==> src/rtl/pb_debounce.sv <==
// pb_debounce: per-key synchronizer + counter debouncer with press/release strobes.
// Define PB_RELEASE_EN to build the pb_release strobe logic; otherwise pb_release is tied to 0.
module pb_debounce #(
  parameter int NUM_KEYS   = 16,
  parameter int DEB_CYCLES = 10000,
  parameter int CNT_W      = 14
) (
  input  logic                clk,
  input  logic                n_rst,
  input  logic [NUM_KEYS-1:0] pb,
  output logic [NUM_KEYS-1:0] pb_db,
  output logic [NUM_KEYS-1:0] pb_press,
  output logic [NUM_KEYS-1:0] pb_release
);
  localparam logic [CNT_W-1:0] LAST = CNT_W'(DEB_CYCLES - 1);
  logic [NUM_KEYS-1:0] s1, s2, hit;
  logic [NUM_KEYS-1:0][CNT_W-1:0] cnt, cnt_nxt;
  // hit marks the edge on which a key's new level has been stable long enough
  always_comb begin
    hit = '0;
    cnt_nxt = '0;
    for (int i = 0; i < NUM_KEYS; i++) begin
      hit[i] = (s2[i] != pb_db[i]) && (cnt[i] == LAST);
      cnt_nxt[i] = (s2[i] == pb_db[i] || hit[i]) ? '0 : cnt[i] + CNT_W'(1);
    end
  end
  always_ff @(posedge clk or negedge n_rst) begin
    if (!n_rst) begin
      s1 <= '0;
      s2 <= '0;
      cnt <= '0;
      pb_db <= '0;
      pb_press <= '0;
    end else begin
      s1 <= pb;
      s2 <= s1;
      cnt <= cnt_nxt;
      pb_db <= pb_db ^ hit;
      pb_press <= hit & s2;
    end
  end
`ifdef PB_RELEASE_EN
  always_ff @(posedge clk or negedge n_rst) begin
    if (!n_rst) pb_release <= '0;
    else pb_release <= hit & ~s2;
  end
`else
  assign pb_release = '0;
`endif
endmodule

==> config.mk <==
export PLATFORM = sky130hd
export DESIGN_NAME = pb_debounce
export DESIGN_NICKNAME = d
export VERILOG_FILES = /design/src/rtl/pb_debounce.sv
export SDC_FILE = /design/constraint.sdc
export NUM_CORES = 1
export LEC_CHECK = 0
export BUFFER_PORTS_ARGS = -buffer_cell sky130_fd_sc_hd__buf_2
export CORE_ASPECT_RATIO = 1.25
export CORE_MARGIN = 5
export CORE_UTILIZATION = 50
export CTS_CLUSTER_SIZE = 20
export DETAILED_ROUTE_END_ITERATION = 8
export GPL_TIMING_DRIVEN = 0
export HOLD_SLACK_MARGIN = 0.06
export PLACE_DENSITY = 0.74
export SYNTH_ARGS = -nofsm -noshare
export SYNTH_HDL_FRONTEND = slang
export SYNTH_SLANG_ARGS = --single-unit
==> constraint.sdc <==
create_clock -name clk -period 1.75 [get_ports clk]
set_input_delay 0.2625 -clock clk [delete_from_list [all_inputs] [get_ports clk]]
set_output_delay 0.2625 -clock clk [all_outputs]
set_load 0.01 [all_outputs]
==> results.ini <==
[timing]
rsz0062_at_grt = true
slew_viol_final = 0
whs_ns = 0.331
maxSlewHeadroom_pct = 51.8
max_freq_mhz = 537
worst_slew_pin_slew_ns = 0.723
hold_violations = 0
period_needed_ns = 1.86
setup_viol = 175
period_share_pct = 106
finalWorstSetupSlack_ns = -0.111
finalClockSkew_ns = 0.00986

[floorplanning]
die_y_um = 189
fp-row-count = 65
die_w_um = 153
dieArea_mm2 = 0.0290
boundaryPins = 66
initial_core_util_pct = 50.8
core_mm2 = 0.0253

[finish]
fillers = 1916
multi_input_area_mm2 = 0.00623
seqCellArea_mm2 = 0.00722
final_area_mm2 = 0.0165
syn2layout_area_growth_pct = 28.3
nets = 1419
post-route-util_pct = 65.2
diodes = 0
drive_above_1_share_pct = 31.7
fin_cells = 1741

[logic_synthesis]
syn-instance-count = 1195
post-synth-top-area-cell = dfrtp_1
ys_seq_elements = 288
yosysTopAreaCellShare_pct = 56.0
synthTopCellsByCount = dfrtp_1 (288), nor2_1 (224), xnor2_1 (126), xor2_1 (73)
synth-seq-area-share_pct = 56.0
synth_area_mm2 = 0.0129
yosys_warnings = 0
synthArstFlopShare_pct = 100
synth_cell_types = 28
syn_avg_cell_area_um2 = 10.8
synth-edff-count = 0
synth_most_common_cell = dfrtp_1
synth_area_leaders = dfrtp_1 (56%), xnor2_1 (8.6%), nor2_1 (6.5%)
ys.flop_type = dfrtp_1

[power_and_ir_drop]
leakagePower_nw = 6.85
switching_share_pct = 22.0
p_int_mw = 11.1
ir_worst_vdd_v = 0.000780
p_switching_mw = 3.12
p_per_area_mw_per_mm2 = 860
p_comb_share_pct = 5.3
clkPwrFrac_pct = 45.9
seqPwrFrac_pct = 48.8

[global_route]
antenna_found_initial = 0
grt_first_pass_wirelength_um = 41800
grt_max_degree = 106
overflow = 0
grt_pass1_vias = 9235
groute.usage.overall_pct = 16.4

[place]
dpl_worst_slack_ns = -0.210
placed_cell_area_mm2 = 0.0137
dp.cells = 1596
globalplace.congestion = 0.819
dp_hpwl_um = 14500
io_buffer_count = 49

[critical_path]
cp_data_arrival_time_ns = 2.29
cp_num_buf_inv = 0
critPathSlowestCell = or4_4
critPathRequiredTime_ns = 2.18
r2r_cells = 3
end_kind = flip-flop
rrSetupSlack_ns = -0.11
rr_startpoint = cnt[89]
crit_fanout = 4
path_delay_family = simple AND/OR/NAND/NOR gates
worstPathCellList = or4b_1 > or4_4 > mux2_4
critPathKind = reg -> reg
slowest_delay_ns = 0.55
cp-start-kind = flip-flop

[drt]
wl_um = 24300
dr.pass1.iters = 4
route.detailed.drc = 0
routedWlPerCell_um = 13.9
vias = 9061
via_per_inst = 5.20
ant_nets = 0
drt_iter0_markers = 325

[cts]
htreeDepth = 1
insertion_delay_ns = 0.54
cts_sinks = 288
cts_buffer_depth = 3
cts_buffers = 30
root_buffer = clkbuf_16
cts_tree = done
cts.clk_slew.worst_paths_ns = 0.06

[hold_path]
hold_class = in -> async

[job]
maxCapViolCount = 0

[outcome]
failed_checks = negative setup slack
status = finished, violations left

-- repair_timing --
item | 4_1_cts | 5_1_grt
gates cloned | 13 | 1
hold buffers | 17 | 0
resized for setup | 91 | 211
setup endpoints to repair | 192 | 219
buffers inserted | 50 | 12
hold endpoints to repair | 109 | 0
pin swaps | 57 | 55
-- worst reg2reg max path, cell delays in order, from the launching register on --
cell     delay [ns]
dfrtp_1        0.39
or4b_1         0.50
or4_4          0.55
mux2_4         0.32
-- stage by stage --
step	total power [mW]	TNS, ns
floorplan	7.29	-0.812
global placement	7.51	-1406.67
detailed placement	7.54	-19.30
CTS	14.3	-3.27
global route	14.8	-16.88
finish	14.2	-7.20
-- flip-flops by register name, indices dropped and copies added (netlist names), named ones only --
register and count:
pb_press 16, s1 16, s2 16, cnt 224
-- metal layers --
metal / wire, µm / track usage [%] / up-vias
met1: 10300 / 21.3 / 4450
met2: 12600 / 28.8 / 131
met4: 476 / 4.52 / 0
met3: 828 / 2.58 / 43
li1: - / - / 4437
met5: 0 / 0 / -
-- layout make-up --
type                       count  area share [%]
timing repair buffer         144            7.16
multi-input combinational    858            37.8
tap                          335            2.54
inverter                      31           0.705
sequential                   288            43.8
clock inverter                17            1.21
clock buffer                  37            5.02
buffer                        31            1.84
-- layout by cell type (no fill, tap or decap), types with 8 or more instances in the layout --
cell	synthesis	final
nor3b_1	16	8
buf_8	0	12
and3_1	20	19
nand2_4	0	14
buf_6	1	28
clkinv_2	0	9
nand4_1	65	65
or4b_1	15	14
mux2_2	13	13
and4_1	13	13
conb_1	1	16
nor2_2	0	109
xnor2_1	126	126
dfrtp_1	288	279
o21ai_0	9	9
inv_1	31	31
buf_2	0	48
nand2_1	62	49
clkbuf_16	0	32
nor3_1	65	65
or4_4	15	15
dlygate4sd3_1	0	17
nor2_1	224	75
ha_2	0	9
ha_1	17	8
or3_1	24	24
dfrtp_2	0	9
nand3_1	52	38
nand3_2	0	8
a21boi_0	9	9
nor2_4	0	40
buf_4	30	66
nor4_1	16	16
xor2_1	73	73
-- how the worst max path moves through the flow --
stage / from / to / slack (ns) / depth (start not counted)
after floorplan: cnt[89] / flip-flop / -0.08 / 3
after global placement: n_rst / cnt[131] / -4.86 / 1
after detailed placement: cnt[126] / pb_press[9] / -0.21 / 4
after CTS: cnt[89] / flip-flop / -0.11 / 3
after global routing: cnt[168] / cnt[177] / -0.15 / 6
final: cnt[89] / flip-flop / -0.11 / 3
-- power groups by stage --
stage	sequential, mW	clock, mW	combinational, mW
after floorplan	7.01	0	0.283
after global placement	7.03	0	0.482
after CTS	6.92	6.70	0.635
final	6.93	6.51	0.753
after detailed placement	7.03	0	0.510
after global routing	6.95	7.01	0.848
-- cells by family (layout without fill, tap and decap cells) --
kind of cell | after synthesis | count (layout) | share of synthesized area [%]
fa+ha+maj | 17 | 17 | 1.65
other cells | 1 | 16 | 0.0292
flops | 288 | 288 | 56.0
buf+inv | 64 | 260 | 2.80
compound gates | 18 | 18 | 0.876
xor+xnor | 199 | 199 | 13.6
mux | 16 | 16 | 1.49
simple gates | 592 | 592 | 23.5
Note: power is estimated with default switching activity, not from simulation.
